===== src/rtl/demux1x4_64bit_stream_if.sv =====
// Upstream/downstream handshake bundle for the 1:4 64-bit stream distributor.
// slave = distributor side, master = producer/consumer (environment) side.
interface demux1x4_64bit_stream_if #(
  parameter int unsigned DW = 64,
  parameter int unsigned CW = 16
);
  logic          in_valid;
  logic          in_ready;
  logic [DW-1:0] in_data;
  logic [1:0]    in_sel;

  logic [3:0]    out_valid;
  logic [3:0]    out_ready;
  logic [DW-1:0] out_data0;
  logic [DW-1:0] out_data1;
  logic [DW-1:0] out_data2;
  logic [DW-1:0] out_data3;

  logic [4*CW-1:0] beat_cnt;

  modport slave (
    input  in_valid, in_data, in_sel, out_ready,
    output in_ready, out_valid, out_data0, out_data1, out_data2, out_data3, beat_cnt
  );

  modport master (
    output in_valid, in_data, in_sel, out_ready,
    input  in_ready, out_valid, out_data0, out_data1, out_data2, out_data3, beat_cnt
  );
endinterface


===== src/rtl/demux1x4_64bit_stream.sv =====
// Registered 1-to-4 distributor: each upstream word is steered by in_sel into
// one of four one-entry output registers, each with its own valid/ready.
// Optional per-channel saturating beat counters: define DEMUX_BEAT_CNT_EN.
module demux1x4_64bit_stream #(
  parameter int unsigned DW = 64,
  parameter int unsigned CW = 16
) (
  input  logic                      clk,
  input  logic                      rst_n,
  input  logic                      clr,
  demux1x4_64bit_stream_if.slave    bus
);

  localparam int unsigned NCH = 4;

  typedef enum logic {
    ST_EMPTY = 1'b0,
    ST_FULL  = 1'b1
  } ch_state_e;

  ch_state_e     st_q   [NCH];
  logic [DW-1:0] data_q [NCH];

  logic [NCH-1:0] valid_c;
  logic [NCH-1:0] in_hit_c;
  logic [NCH-1:0] out_beat_c;
  logic           in_ready_c;
  logic           in_beat_c;

  // Channel valid is simply the FULL state of its FSM.
  always_comb begin
    valid_c = '0;
    for (int k = 0; k < NCH; k++) begin
      valid_c[k] = (st_q[k] == ST_FULL);
    end
  end

  // Accept when the selected slot is empty or draining this cycle; clr blocks input.
  assign in_ready_c = ~clr & (~valid_c[bus.in_sel] | bus.out_ready[bus.in_sel]);
  assign in_beat_c  = bus.in_valid & in_ready_c;
  assign out_beat_c = valid_c & bus.out_ready;

  // One-hot steering of the input beat to its destination channel.
  always_comb begin
    in_hit_c = '0;
    for (int k = 0; k < NCH; k++) begin
      in_hit_c[k] = in_beat_c & (bus.in_sel == 2'(k));
    end
  end

  // Per-channel EMPTY/FULL FSM and data register; a new word wins over a drain.
  always_ff @(posedge clk or negedge rst_n) begin
    if (!rst_n) begin
      for (int k = 0; k < NCH; k++) begin
        st_q[k]   <= ST_EMPTY;
        data_q[k] <= '0;
      end
    end else begin
      for (int k = 0; k < NCH; k++) begin
        if (clr) begin
          st_q[k] <= ST_EMPTY;
        end else if (in_hit_c[k]) begin
          st_q[k]   <= ST_FULL;
          data_q[k] <= bus.in_data;
        end else if (out_beat_c[k]) begin
          st_q[k] <= ST_EMPTY;
        end
      end
    end
  end

  assign bus.in_ready  = in_ready_c;
  assign bus.out_valid = valid_c;
  assign bus.out_data0 = data_q[0];
  assign bus.out_data1 = data_q[1];
  assign bus.out_data2 = data_q[2];
  assign bus.out_data3 = data_q[3];

`ifdef DEMUX_BEAT_CNT_EN
  logic [CW-1:0]     cnt_q [NCH];
  logic [NCH*CW-1:0] cnt_vec_c;

  // Saturating count of input beats accepted per channel.
  always_ff @(posedge clk or negedge rst_n) begin
    if (!rst_n) begin
      for (int k = 0; k < NCH; k++) begin
        cnt_q[k] <= '0;
      end
    end else begin
      for (int k = 0; k < NCH; k++) begin
        if (clr) begin
          cnt_q[k] <= '0;
        end else if (in_hit_c[k] && (cnt_q[k] != {CW{1'b1}})) begin
          cnt_q[k] <= cnt_q[k] + CW'(1);
        end
      end
    end
  end

  // Pack the counters, channel k at [k*CW +: CW].
  always_comb begin
    cnt_vec_c = '0;
    for (int k = 0; k < NCH; k++) begin
      cnt_vec_c[k*CW +: CW] = cnt_q[k];
    end
  end

  assign bus.beat_cnt = cnt_vec_c;
`else
  localparam int unsigned CNT_W = NCH * CW;

  assign bus.beat_cnt = CNT_W'(0);
`endif

endmodule


===== src/flat_wrapper.sv =====
// flat-port wrapper written by rule: the top's interface ports become plain ports
module demux1x4_64bit_stream_flat 
#(
  parameter int unsigned DW = 64,
  parameter int unsigned CW = 16
)
  (clk, rst_n, clr, bus_in_valid, bus_in_data, bus_in_sel, bus_out_ready, bus_in_ready, bus_out_valid, bus_out_data0, bus_out_data1, bus_out_data2, bus_out_data3, bus_beat_cnt);
  demux1x4_64bit_stream_if #(.DW(DW), .CW(CW)) bus_i ();
  input  logic clk;
  input  logic rst_n;
  input  logic clr;
  input wire logic [$bits(bus_i.in_valid)-1:0] bus_in_valid;
  input wire logic [$bits(bus_i.in_data)-1:0] bus_in_data;
  input wire logic [$bits(bus_i.in_sel)-1:0] bus_in_sel;
  input wire logic [$bits(bus_i.out_ready)-1:0] bus_out_ready;
  output wire logic [$bits(bus_i.in_ready)-1:0] bus_in_ready;
  output wire logic [$bits(bus_i.out_valid)-1:0] bus_out_valid;
  output wire logic [$bits(bus_i.out_data0)-1:0] bus_out_data0;
  output wire logic [$bits(bus_i.out_data1)-1:0] bus_out_data1;
  output wire logic [$bits(bus_i.out_data2)-1:0] bus_out_data2;
  output wire logic [$bits(bus_i.out_data3)-1:0] bus_out_data3;
  output wire logic [$bits(bus_i.beat_cnt)-1:0] bus_beat_cnt;
  assign bus_i.in_valid = bus_in_valid;
  assign bus_i.in_data = bus_in_data;
  assign bus_i.in_sel = bus_in_sel;
  assign bus_i.out_ready = bus_out_ready;
  assign bus_in_ready = bus_i.in_ready;
  assign bus_out_valid = bus_i.out_valid;
  assign bus_out_data0 = bus_i.out_data0;
  assign bus_out_data1 = bus_i.out_data1;
  assign bus_out_data2 = bus_i.out_data2;
  assign bus_out_data3 = bus_i.out_data3;
  assign bus_beat_cnt = bus_i.beat_cnt;
  demux1x4_64bit_stream #(.DW(DW), .CW(CW)) u_core (.clk(clk), .rst_n(rst_n), .clr(clr), .bus(bus_i));
endmodule

===== config.mk =====
export PLATFORM = sky130hd
export DESIGN_NAME = demux1x4_64bit_stream_flat
export DESIGN_NICKNAME = d
export VERILOG_FILES = /design/src/rtl/demux1x4_64bit_stream_if.sv /design/src/rtl/demux1x4_64bit_stream.sv /design/src/flat_wrapper.sv
export SDC_FILE = /design/constraint.sdc
export NUM_CORES = 1
export LEC_CHECK = 0
export BUFFER_PORTS_ARGS = -buffer_cell sky130_fd_sc_hd__buf_2
export CAP_MARGIN = 20
export CORE_MARGIN = 1.5
export CORE_UTILIZATION = 35
export CTS_BUF_LIST = sky130_fd_sc_hd__clkbuf_2 sky130_fd_sc_hd__clkbuf_4 sky130_fd_sc_hd__clkbuf_8
export CTS_CLUSTER_SIZE = 10
export DETAILED_ROUTE_END_ITERATION = 12
export GPL_TIMING_DRIVEN = 0
export HOLD_SLACK_MARGIN = 0.08
export MAX_ROUTING_LAYER = met4
export PLACE_DENSITY = 0.65
export SLEW_MARGIN = 15
export SYNTH_ARGS = -nofsm -noshare
export SYNTH_HDL_FRONTEND = slang
export SYNTH_SLANG_ARGS = --single-unit

===== constraint.sdc =====
create_clock -name clk -period 1.7 [get_ports clk]
set_input_delay 0.34 -clock clk [delete_from_list [all_inputs] [get_ports clk]]
set_output_delay 0.34 -clock clk [all_outputs]
set_load 0.01 [all_outputs]

* Word-level counts from Yosys, hierarchy flattened
Cells that the tools add are included. W data, S select, Z words.
Operators by class: order comparisons 1, equal/unequal tests 3, muxes and demuxes 16, bitwise logic cells 10, reductions and logical operators 9
Operator list (number):
- $mux W1 | 14
- $reduce_bool A3 Y1 | 4
- $reduce_and A2 Y1 | 4
- $and A1 B1 Y1 | 6
- $and A4 B4 Y4 | 1
- $bmux W1 S2 | 2
- $eq A2 B2 Y1 const B | 2
- $lt A2 B3 Y1 const B | 1
- $eq A2 B1 Y1 const B | 1
- $logic_not A2 Y1 | 1
- $not A1 Y1 | 2
- $or A1 B1 Y1 | 1
Storage, ports and cells: register bits after elaboration 260, input bits 74, output and inout port bits 325

* Logic depth before layout (Yosys ltp)
Gate-level depths: netlist of run 1.
depth after elaboration 9, gate-level depth with buffers 5

* Least setup slack after synthesis of run 1
Ideal clock, no wire load.
path kind input port to flip-flop, from input port bus_in_valid, to register u_core.data_q, in the netlist u_core.bus.out_data3[22], arrival 1.355 ns, required time 1.575 ns, path slack 0.220 ns, stages 5, path through nor2b_2 > and4_4 > buf_6 > buf_6 > mux2_4
On the way: cells in the longest elaborated chain, start to end 3
Ends and longest elaborated chain:
- start, declared | RTL line flat_wrapper.sv:12 | input wire logic [$bits(bus_i.in_valid)-1:0] bus_in_valid;
- $and A1 B1 Y1 | RTL line demux1x4_64bit_stream.sv:40 | assign in_beat_c = bus.in_valid & in_ready_c;
- $and A1 B1 Y1 | RTL line demux1x4_64bit_stream.sv:47 | in_hit_c[k] = in_beat_c & (bus.in_sel == 2'(k));
- $reduce_and A2 Y1 (no source line)
- end signal, assigned by index | RTL line demux1x4_64bit_stream.sv:64 | data_q[k] <= bus.in_data;
- end, declared | RTL line demux1x4_64bit_stream.sv:22 | logic [DW-1:0] data_q [NCH];
No other way between the ends. A chain may end at the register's enable or synchronous reset.

* Worst setup path after layout of run 1
from register u_core.st_q, in the netlist u_core.bus.out_valid[0], to output port bus_in_ready
On the way: cells in the longest elaborated chain, start to end 5
Ends and longest elaborated chain:
- start, declared | RTL line demux1x4_64bit_stream.sv:21 | ch_state_e st_q [NCH];
- start signal, assigned by index | RTL line demux1x4_64bit_stream.sv:55 | st_q[k] <= ST_EMPTY;
- start signal, assigned by index | RTL line demux1x4_64bit_stream.sv:61 | st_q[k] <= ST_EMPTY;
- start signal, assigned by index | RTL line demux1x4_64bit_stream.sv:63 | st_q[k] <= ST_FULL;
- $bmux W1 S2 | RTL line demux1x4_64bit_stream.sv:39 | assign in_ready_c = ~clr & (~valid_c[bus.in_sel] | bus.out_ready[bus.in_sel]);
- $mux W1 (implied by the code) | RTL line demux1x4_64bit_stream.sv:39
- $not A1 Y1 | RTL line demux1x4_64bit_stream.sv:39
- $or A1 B1 Y1 | RTL line demux1x4_64bit_stream.sv:39
- $and A1 B1 Y1 | RTL line demux1x4_64bit_stream.sv:39
- end, declared | RTL line flat_wrapper.sv:16 | output wire logic [$bits(bus_i.in_ready)-1:0] bus_in_ready;
No other way between the ends. The select of a mux whose other input is x is not followed.

==> results of run 1 <==
final cells by class:
cell class	count	area, um^2	share of cell area (%)
flip-flops and latches	260	6510	44.3
repair buffers	391	2290	15.6
clock inverters	4	45.0	0.307
inverters	1	3.75	0.0256
plain buffers	92	791	5.39
clock buffers	69	887	6.05
multi-input cells	338	3660	25.0
well taps	390	488	3.33
diodes	1	2.50	0.0171
per-stage QoR:
step / setup TNS (ns) / setup WS, ns / hold WS, ns / instances / cell area [um^2]
floorplan: 0 / 0.220 / 0.0444 / 691 / 10900
global placement: -1188.26 / -4.55 / 0.482 / 1415 / 13100
detailed placement: -18.60 / -0.206 / 0.404 / 1417 / 13200
CTS: -0.189 / -0.189 / -0.191 / 1545 / 14600
global route: -0.222 / -0.222 / -0.166 / 1546 / 14700
finish: -0.144 / -0.144 / -0.197 / 1546 / 14700
Yosys cell counts:
library cell | count | area (um^2)
a21oi_1 | 1 | 5.00
and4_4 | 1 | 11.3
buf_2 | 4 | 20.0
buf_4 | 67 | 503
buf_6 | 17 | 191
buf_8 | 4 | 60.1
conb_1 | 1 | 3.75
dfrtp_1 | 260 | 6510
inv_1 | 1 | 3.75
mux2_2 | 149 | 1680
mux2_4 | 107 | 1610
mux2i_1 | 1 | 10.0
nand2b_1 | 4 | 25.0
nand3_1 | 1 | 5.00
nand4b_1 | 2 | 17.5
nand4bb_1 | 1 | 11.3
nor2_1 | 1 | 3.75
nor2b_2 | 1 | 8.76
o21ai_0 | 3 | 15.0
o21bai_1 | 1 | 7.51
o311ai_0 | 1 | 8.76
worst max-delay path by stage:
stage / end / slack (ns) / startpoint
after floorplan: u_core.bus.out_data3[22] / 0.22 / bus_in_valid
after global placement: u_core.bus.out_data0[24] / -4.55 / rst_n
after detailed placement: u_core.bus.out_data3[25] / -0.21 / clr
after CTS: bus_in_ready / -0.19 / u_core.bus.out_valid[0]
after global routing: bus_in_ready / -0.22 / u_core.bus.out_valid[0]
final: bus_in_ready / -0.14 / u_core.bus.out_valid[0]
critical path: stages (launching register included):
cell and delay, ns:
dfrtp_1 0.37, nand2b_1 0.12, o311ai_1 0.27, a21oi_1 0.06, buf_2 0.16
report_power, final:
part | switching [mW] | internal [mW] | total, mW
clock network | 2.46 | 3.43 | 5.90
logic | 2.10 | 2.52 | 4.61
registers | 0.711 | 7.55 | 8.26
layer usage:
layer	GRT usage (%)	vias up	share of wire [%]
met5	-	-	0
met4	5.46	0	2.1
met3	4.80	54	7.8
met2	27.7	281	47
met1	21.8	3354	43
li1	-	3067	-
flip-flops by register name (all words and copies together), names as in the netlist:
register,count
u_core.bus.out_data1,64
u_core.bus.out_data0,64
u_core.bus.out_data3,64
u_core.bus.out_valid,4
u_core.bus.out_data2,64
cells by family after synthesis:
| family | Yosys count | share of synthesized area, % |
|---|---|---|
| AO/OA/AOI/OAI | 6 | 0.339 |
| other | 1 | 0.0350 |
| flip-flops | 260 | 60.8 |
| AND/OR/NAND/NOR | 11 | 0.772 |
| buffers and inverters | 93 | 7.27 |
| multiplexers | 257 | 30.8 |
what timing repair did:
item,CTS,global route
endpoints found under the setup margin,10,67
gates resized for setup,2,4
endpoints found under the hold margin,308,95
==> results.sh, run 1 <==
export IMPL_final_antenna_net_count=0
export IMPL_critical_path_class="reg -> out"
export IMPL_final_setup_skew_ns=0.0164
export IMPL_synth_seq_cells=260
export IMPL_grt_start_max_net_pins=99
export IMPL_root_buffer="clkbuf_8"
export IMPL_core_um2=29900
export IMPL_period_share_pct=108
export IMPL_port_buffers=334
export IMPL_holdWs_ns=-0.197
export IMPL_cts_tree="built"
export IMPL_h_tree_depth=2
export IMPL_end_kind="output port"
export IMPL_area_growth_pct=37.1
export IMPL_drt_iter0_markers=191
export IMPL_setup_ws_ns=-0.144
export IMPL_p_leak_nw=7.57
export IMPL_slew_viol_final=0
export IMPL_seq_area_frac_synth_pct=60.8
export IMPL_die_y_um=178
export IMPL_timing_rr_end="u_core.bus.out_data3[59]"
export IMPL_r2r_start="u_core.bus.out_valid[3]"
export IMPL_min_path_type="in -> async"
export IMPL_layout_commonest_cell="buf_2"
export IMPL_die_x_um=178
export IMPL_crit_fanout=3
export IMPL_die_area_um2=31600
export IMPL_fin_crit_ns=1.84
export IMPL_start_kind="flip-flop"
export IMPL_track_usage_pct=17.5
export IMPL_detail_route_first_pass_iterations=4
export IMPL_cts_made_buffers=44
export IMPL_grt_pass1_vias=7240
export IMPL_critPathArrivalTime_ns=1.50
export IMPL_worstMarginPinSlew_ns=0.768
export IMPL_clk_path_buf_depth=3
export IMPL_dpl_hpwl_um=18800
export IMPL_ios=399
export IMPL_cts_sinks=260
export IMPL_syn_area_per_cell_um2=17.0
export IMPL_rows=63
export IMPL_layout_nets=1202
export IMPL_yosys_warnings=0
export IMPL_routedWlPerCell_um=17.7
export IMPL_violations="hold timing, setup timing"
export IMPL_drc=0
export IMPL_hold_buffers=55
export IMPL_reg2reg_depth=5
export IMPL_setup_viol=1
export IMPL_drv_cap=0
export IMPL_clk_pin_slew_ns=0.06
export IMPL_start_util_pct=35.8
export IMPL_power_total_mw=18.8
export IMPL_syn_inst=628
export IMPL_fin_util_pct=49.1
export IMPL_nFillCells=2603
export IMPL_vdd_drop_max_mv=0.763
export IMPL_antenna_found_initial=1
export IMPL_via_per_inst=4.37
export IMPL_final_hold_viol_count=95
export IMPL_final_layout_size_suffix_gt1_share_pct=65.8
export IMPL_crit_required_ns=1.36
export IMPL_fmax_ghz=0.542
export IMPL_clk_latency_ns=0.53
export IMPL_cellPowerDensity_nw_per_um2=1280
export IMPL_slew_headroom_pct=48.8
export IMPL_drt_wl_total_um=27400
export IMPL_ys_types=21
export IMPL_postCtsSetupBuffers=0
export IMPL_r2r_slack_ns=0.06
export IMPL_rsz0062_at_grt="true"
export IMPL_syn_area_um2=10700
export IMPL_grt_first_pass_wirelength_um=41600
export IMPL_grt_overflow=0
export IMPL_via_count=6756
export IMPL_final_cell_mix="337 x buf_2, 260 x dfrtp_1, 149 x mux2_2"
export IMPL_gp_congestion=0.762
export IMPL_status="complete, but fails checks"
No activity file was read; power rests on OpenSTA's default activity.
==> run 2, diff against run 1 <==
clock period = 2 ns   (was 1.7 ns; I/O delays follow)
==> run 2 against run 1 <==
The flow now finishes without violations. Largest cell class unchanged. Final cell count is 3.5% lower. Setup slack better by 0.24 ns. Design area is 3.8% lower. Worst hold slack better by 0.34 ns. Sequential share of layout area is 1.8 points higher. Routed wire length is 2.3% lower. Non-clock buffer count is 54 lower. Flip-flop and latch count stayed put. Power is 16% lower. First-iteration DRC count is 8.4% higher. Clock skew is 0.0028 ns lower. Clock power is 15% lower.
==> results.sh, run 2 (synthesis gave the netlist of run 1 again) <==
export IMPL_ios=399
export IMPL_timing_critical_path_buf_inv=1
export IMPL_dpl_hpwl_um=18800
export IMPL_slew_viol_final=0
export IMPL_startpoint="u_core.bus.out_valid[0]"
export IMPL_die_x_um=178
export IMPL_grt_start_max_net_pins=99
export IMPL_critPathMaxStageDelay_ns=0.37
export IMPL_cts_sinks=260
export IMPL_fmax_ghz=0.526
export IMPL_p_leak_nw=7.33
export IMPL_rows=63
export IMPL_postCtsSetupBuffers=0
export IMPL_min_path_type="in -> reg"
export IMPL_slew_headroom_pct=48.6
export IMPL_placed_cells=1417
export IMPL_start_util_pct=35.8
export IMPL_critical_path_cell_chain="nand2b_1 -> o311ai_1 -> a21oi_1 -> buf_2"
export IMPL_status="completed"
export IMPL_min_delay_start="bus_in_data[15]"
export IMPL_period_share_pct=95.0
export IMPL_layout_nets=1148
export IMPL_final_setup_skew_ns=0.0136
export IMPL_cellPowerDensity_nw_per_um2=1120
export IMPL_detail_route_first_pass_iterations=4
export IMPL_setup_viol=0
export IMPL_die_area_um2=31600
export IMPL_rsz0062_at_grt="false"
export IMPL_routedWlPerCell_um=17.9
export IMPL_cts_made_buffers=44
export IMPL_slowest_stage="dfrtp_1"
export IMPL_via_count=6624
export IMPL_cpLargestDelayFamily="flip-flops"
export IMPL_port_buffers=334
export IMPL_start_kind="flip-flop"
export IMPL_clk_pin_slew_ns=0.06
export IMPL_grtUsageMet2_pct=26.6
export IMPL_worstMarginPinSlew_ns=0.771
export IMPL_gr_usage_met1_pct=21.6
export IMPL_track_usage_pct=17.1
export IMPL_final_cell_mix="337 x buf_2, 260 x dfrtp_1, 149 x mux2_2"
export IMPL_critPathArrivalTime_ns=1.50
export IMPL_layout_commonest_cell="buf_2"
export IMPL_fin_util_pct=47.2
export IMPL_drc=0
export IMPL_finalSetupTns_ns=0
export IMPL_fin_crit_ns=1.90
export IMPL_end_kind="output port"
export IMPL_clk_path_buf_depth=3
export IMPL_final_hold_viol_count=0
export IMPL_area_growth_pct=31.8
export IMPL_grt_pass1_vias=6954
export IMPL_gp_congestion=0.762
export IMPL_final_layout_size_suffix_gt1_share_pct=68.9
export IMPL_grt_overflow=0
export IMPL_ff_latch_area_um2=6510
export IMPL_clk_latency_ns=0.53
export IMPL_h_tree_depth=2
export IMPL_grt_first_pass_wirelength_um=40500
export IMPL_fin_area_um2=14100
export IMPL_power_total_mw=15.9
export IMPL_multi_input_area_um2=3650
export IMPL_crit_required_ns=1.60
export IMPL_critical_path_class="reg -> out"
export IMPL_grtUsageMet3_pct=4.69
export IMPL_busiest_layer="met2"
export IMPL_via_per_inst=4.44
export IMPL_setup_ws_ns=0.100
export IMPL_vdd_drop_max_mv=0.630
export IMPL_r2r_start="u_core.bus.out_valid[3]"
export IMPL_antenna_found_initial=1
export IMPL_final_antenna_net_count=0
export IMPL_drt_wl_total_um=26700
export IMPL_holdWs_ns=0.143
export IMPL_die_y_um=178
export IMPL_drt_iter0_markers=207
export IMPL_fin_cells=1492
export IMPL_nFillCells=2671
export IMPL_root_buffer="clkbuf_8"
export IMPL_cts_tree="built"
export IMPL_pre_cts_ws_ns=0.0338
export IMPL_crit_fanout=3
export IMPL_placedInstanceArea_um2=13200
export IMPL_drv_cap=0
export IMPL_core_um2=29900
==> run 2: path summary, 6_finish.rpt <==
path,to,slack (ns),depth (start not counted)
worst max-delay path,bus_in_ready,0.10,4
worst min-delay path,u_core.bus.out_data3[15],0.14,2
worst max register to register,u_core.bus.out_data3[26],0.31,5
worst min register to register,u_core.bus.out_data0[14],0.50,1
max in group asynchronous,u_core.bus.out_data2[26],0.25,4
min in group asynchronous,u_core.bus.out_data3[47],0.47,2
==> run 2: metal layers <==
layer | wire [um] | vias up
met1 | 11600 | 3316
met2 | 12400 | 289
li1 | - | 2963
met3 | 2170 | 56
met4 | 593 | 0
met5 | 0 | -
==> run 2: area by class of cell <==
type                            count  area share (%)
Sequential cell                   260            46.1
Multi-Input combinational cell    338            25.9
Timing Repair Buffer              337            12.4
Clock buffer                       69            6.29
Buffer                             92            5.49
Tap cell                          390            3.46
Clock inverter                      4           0.319
Inverter                            1          0.0266
Antenna cell                        1          0.0177
==> run 2: power breakdown <==
group	internal [mW]	leakage [nW]	switching [mW]
clock	2.92	0.496	2.09
sequential	6.42	3.13	0.597
combinational	2.07	3.71	1.76
total	11.4	7.33	4.44
==> run 2: what timing repair did <==
| item | 4_1_cts | 5_1_grt |
|---|---|---|
| resized for setup | 1 | 0 |
| hold buffers | 1 | 0 |
| endpoints found under the setup margin | 1 | 0 |
| hold endpoints to repair | 95 | 0 |
==> run 3, diff against run 2 <==
RECOVER_POWER = 25   (was unset)
SLEW_MARGIN = 25   (was 15)
==> run 3 against run 2 <==
Utilization is 0.23 points higher. Maximum frequency is 0.35% lower. Flip-flop and latch count stayed put. Sequential share of layout area is 0.22 points lower. Non-clock buffer count is 1 higher. Worst hold slack worse by 0.0097 ns. Global-route usage is 0.060 points lower. Die area stayed put. Critical path depth stayed put. Design area is 0.48% higher. Clock skew is 0.0072 ns higher. Largest power group unchanged.
==> results.sh, run 3 (synthesis gave the netlist of run 1 again) <==
export IMPL_critPathArrivalTime_ns=1.51
export IMPL_cts_tree="built"
export IMPL_slowest_stage="dfrtp_1"
export IMPL_track_usage_pct=17.0
export IMPL_critPathMaxStageDelay_ns=0.37
export IMPL_worstMarginPinSlew_ns=1.15
export IMPL_final_hold_viol_count=0
export IMPL_final_setup_skew_ns=0.0207
export IMPL_die_area_um2=31600
export IMPL_dpl_hpwl_um=19000
export IMPL_final_cell_mix="337 x buf_2, 260 x dfrtp_1, 149 x mux2_2"
export IMPL_cellInternalPower_mw=11.6
export IMPL_drt_iter0_markers=251
export IMPL_die_y_um=178
export IMPL_layout_commonest_cell="buf_2"
export IMPL_ff_latch_area_um2=6510
export IMPL_vdd_drop_max_mv=0.884
export IMPL_cts_made_buffers=46
export IMPL_routedWlPerCell_um=17.8
export IMPL_drv_cap=0
export IMPL_via_per_inst=4.38
export IMPL_rsz0062_at_grt="true"
export IMPL_cellPowerDensity_nw_per_um2=1140
export IMPL_start_kind="flip-flop"
export IMPL_timing_critical_path_buf_inv=1
export IMPL_p_comb_share_pct=23.7
export IMPL_clk_latency_ns=0.55
export IMPL_clk_path_buf_depth=3
export IMPL_port_buffers=334
export IMPL_critical_path_class="reg -> out"
export IMPL_die_x_um=178
export IMPL_nFillCells=2674
export IMPL_slew_headroom_pct=23.1
export IMPL_layout_nets=1151
export IMPL_cts_sinks=260
export IMPL_p_leak_nw=7.37
export IMPL_h_tree_depth=2
export IMPL_clk_pin_slew_ns=0.06
export IMPL_setup_viol=0
export IMPL_grt_start_max_net_pins=91
export IMPL_multi_input_area_um2=3650
export IMPL_rows=63
export IMPL_crit_fanout=3
export IMPL_start_util_pct=35.8
export IMPL_detail_route_first_pass_iterations=4
export IMPL_grt_overflow=0
export IMPL_status="completed"
export IMPL_core_um2=29900
export IMPL_critical_path_cell_chain="nand2b_1 -> o311ai_1 -> a21oi_1 -> buf_2"
export IMPL_root_buffer="clkbuf_8"
export IMPL_via_count=6574
export IMPL_clkPwrFrac_pct=32.8
export IMPL_p_switching_mw=4.49
export IMPL_power_frac_seq_pct=43.5
export IMPL_ios=399
export IMPL_crit_required_ns=1.60
export IMPL_r2r_slack_ns=0.25
export IMPL_grt_first_pass_wirelength_um=40200
export IMPL_final_antenna_net_count=0
export IMPL_area_growth_pct=32.5
export IMPL_drt_wl_total_um=26600
export IMPL_power_total_mw=16.1
export IMPL_end_kind="output port"
export IMPL_p_sw_share_pct=27.8
export IMPL_grt_pass1_vias=7041
export IMPL_drc=0
export IMPL_period_share_pct=95.3
export IMPL_slew_viol_final=0
export IMPL_final_layout_size_suffix_gt1_share_pct=69.2
export IMPL_min_path_type="in -> reg"
export IMPL_fmax_ghz=0.525
export IMPL_antenna_found_initial=1
export IMPL_finalSetupTns_ns=0
export IMPL_cpLargestDelayFamily="flip-flops"
export IMPL_fin_crit_ns=1.91
export IMPL_gp_congestion=0.762
## run 3: cell count changes in the layout (fill, tap and decap cells not counted), sizes merged
cell    change
clkbuf      +8
buf         -1
clkinv      +1
## run 3: power groups by stage
stage / Combinational [mW] / Sequential, mW / Clock [mW]
after floorplan: 1.52 / 7.62 / 0
after global placement: 3.81 / 7.04 / 0
after detailed placement: 3.89 / 7.07 / 0
after CTS: 3.89 / 7.01 / 5.46
after global routing: 4.12 / 7.16 / 5.74
final: 3.82 / 7.01 / 5.29
## run 3: path summary, 6_finish.rpt
check / startpoint / end / cells after the start
setup reg to reg: u_core.bus.out_valid[2] / u_core.bus.out_data2[44] / 5
setup / recovery: u_core.bus.out_valid[0] / bus_in_ready / 4
min in group asynchronous: rst_n / u_core.bus.out_data0[45] / 2
hold / removal: bus_in_data[28] / u_core.bus.out_data3[28] / 2
max in group asynchronous: rst_n / u_core.bus.out_data3[11] / 3
hold reg to reg: u_core.bus.out_data0[5] / u_core.bus.out_data0[5] / 1
## run 3: timing repair
item                       CTS  global route
setup buffers                0             0
setup endpoints to repair    1             1
hold endpoints to repair   192             0
resized for setup            1             0
hold buffers                 1             0
## run 3: metrics by stage
step	hold slack, ns	setup slack [ns]	util (%)	instance area (um^2)	cells
3_3_place_gp	0.482	-4.31	43.8	13100	1415
2_1_floorplan	0.104	0.460	-	10900	691
5_1_grt	0.0959	-0.0110	47.4	14200	1500
3_5_place_dp	0.258	0.0541	44.2	13200	1418
6_report	0.133	0.0935	47.4	14200	1500
4_1_cts	0.0828	0.0302	47.6	14200	1499
## run 3: layout make-up
| cell class | instances | share of cell area (%) |
|---|---|---|
| flip-flops and latches | 260 | 45.9 |
| multi-input cells | 338 | 25.8 |
| repair buffers | 338 | 12.3 |
| clock buffers | 75 | 6.80 |
| plain buffers | 92 | 5.43 |
| well taps | 390 | 3.44 |
| clock inverters | 5 | 0.353 |
| inverters | 1 | 0.0265 |
| diodes | 1 | 0.0177 |
## run 3: layer usage
| metal | track usage [%] | routed length, um |
|---|---|---|
| met1 | 21.3 | 11500 |
| met2 | 26.7 | 12300 |
| met3 | 4.91 | 2280 |
| met4 | 5.32 | 612 |
| met5 | - | 0 |
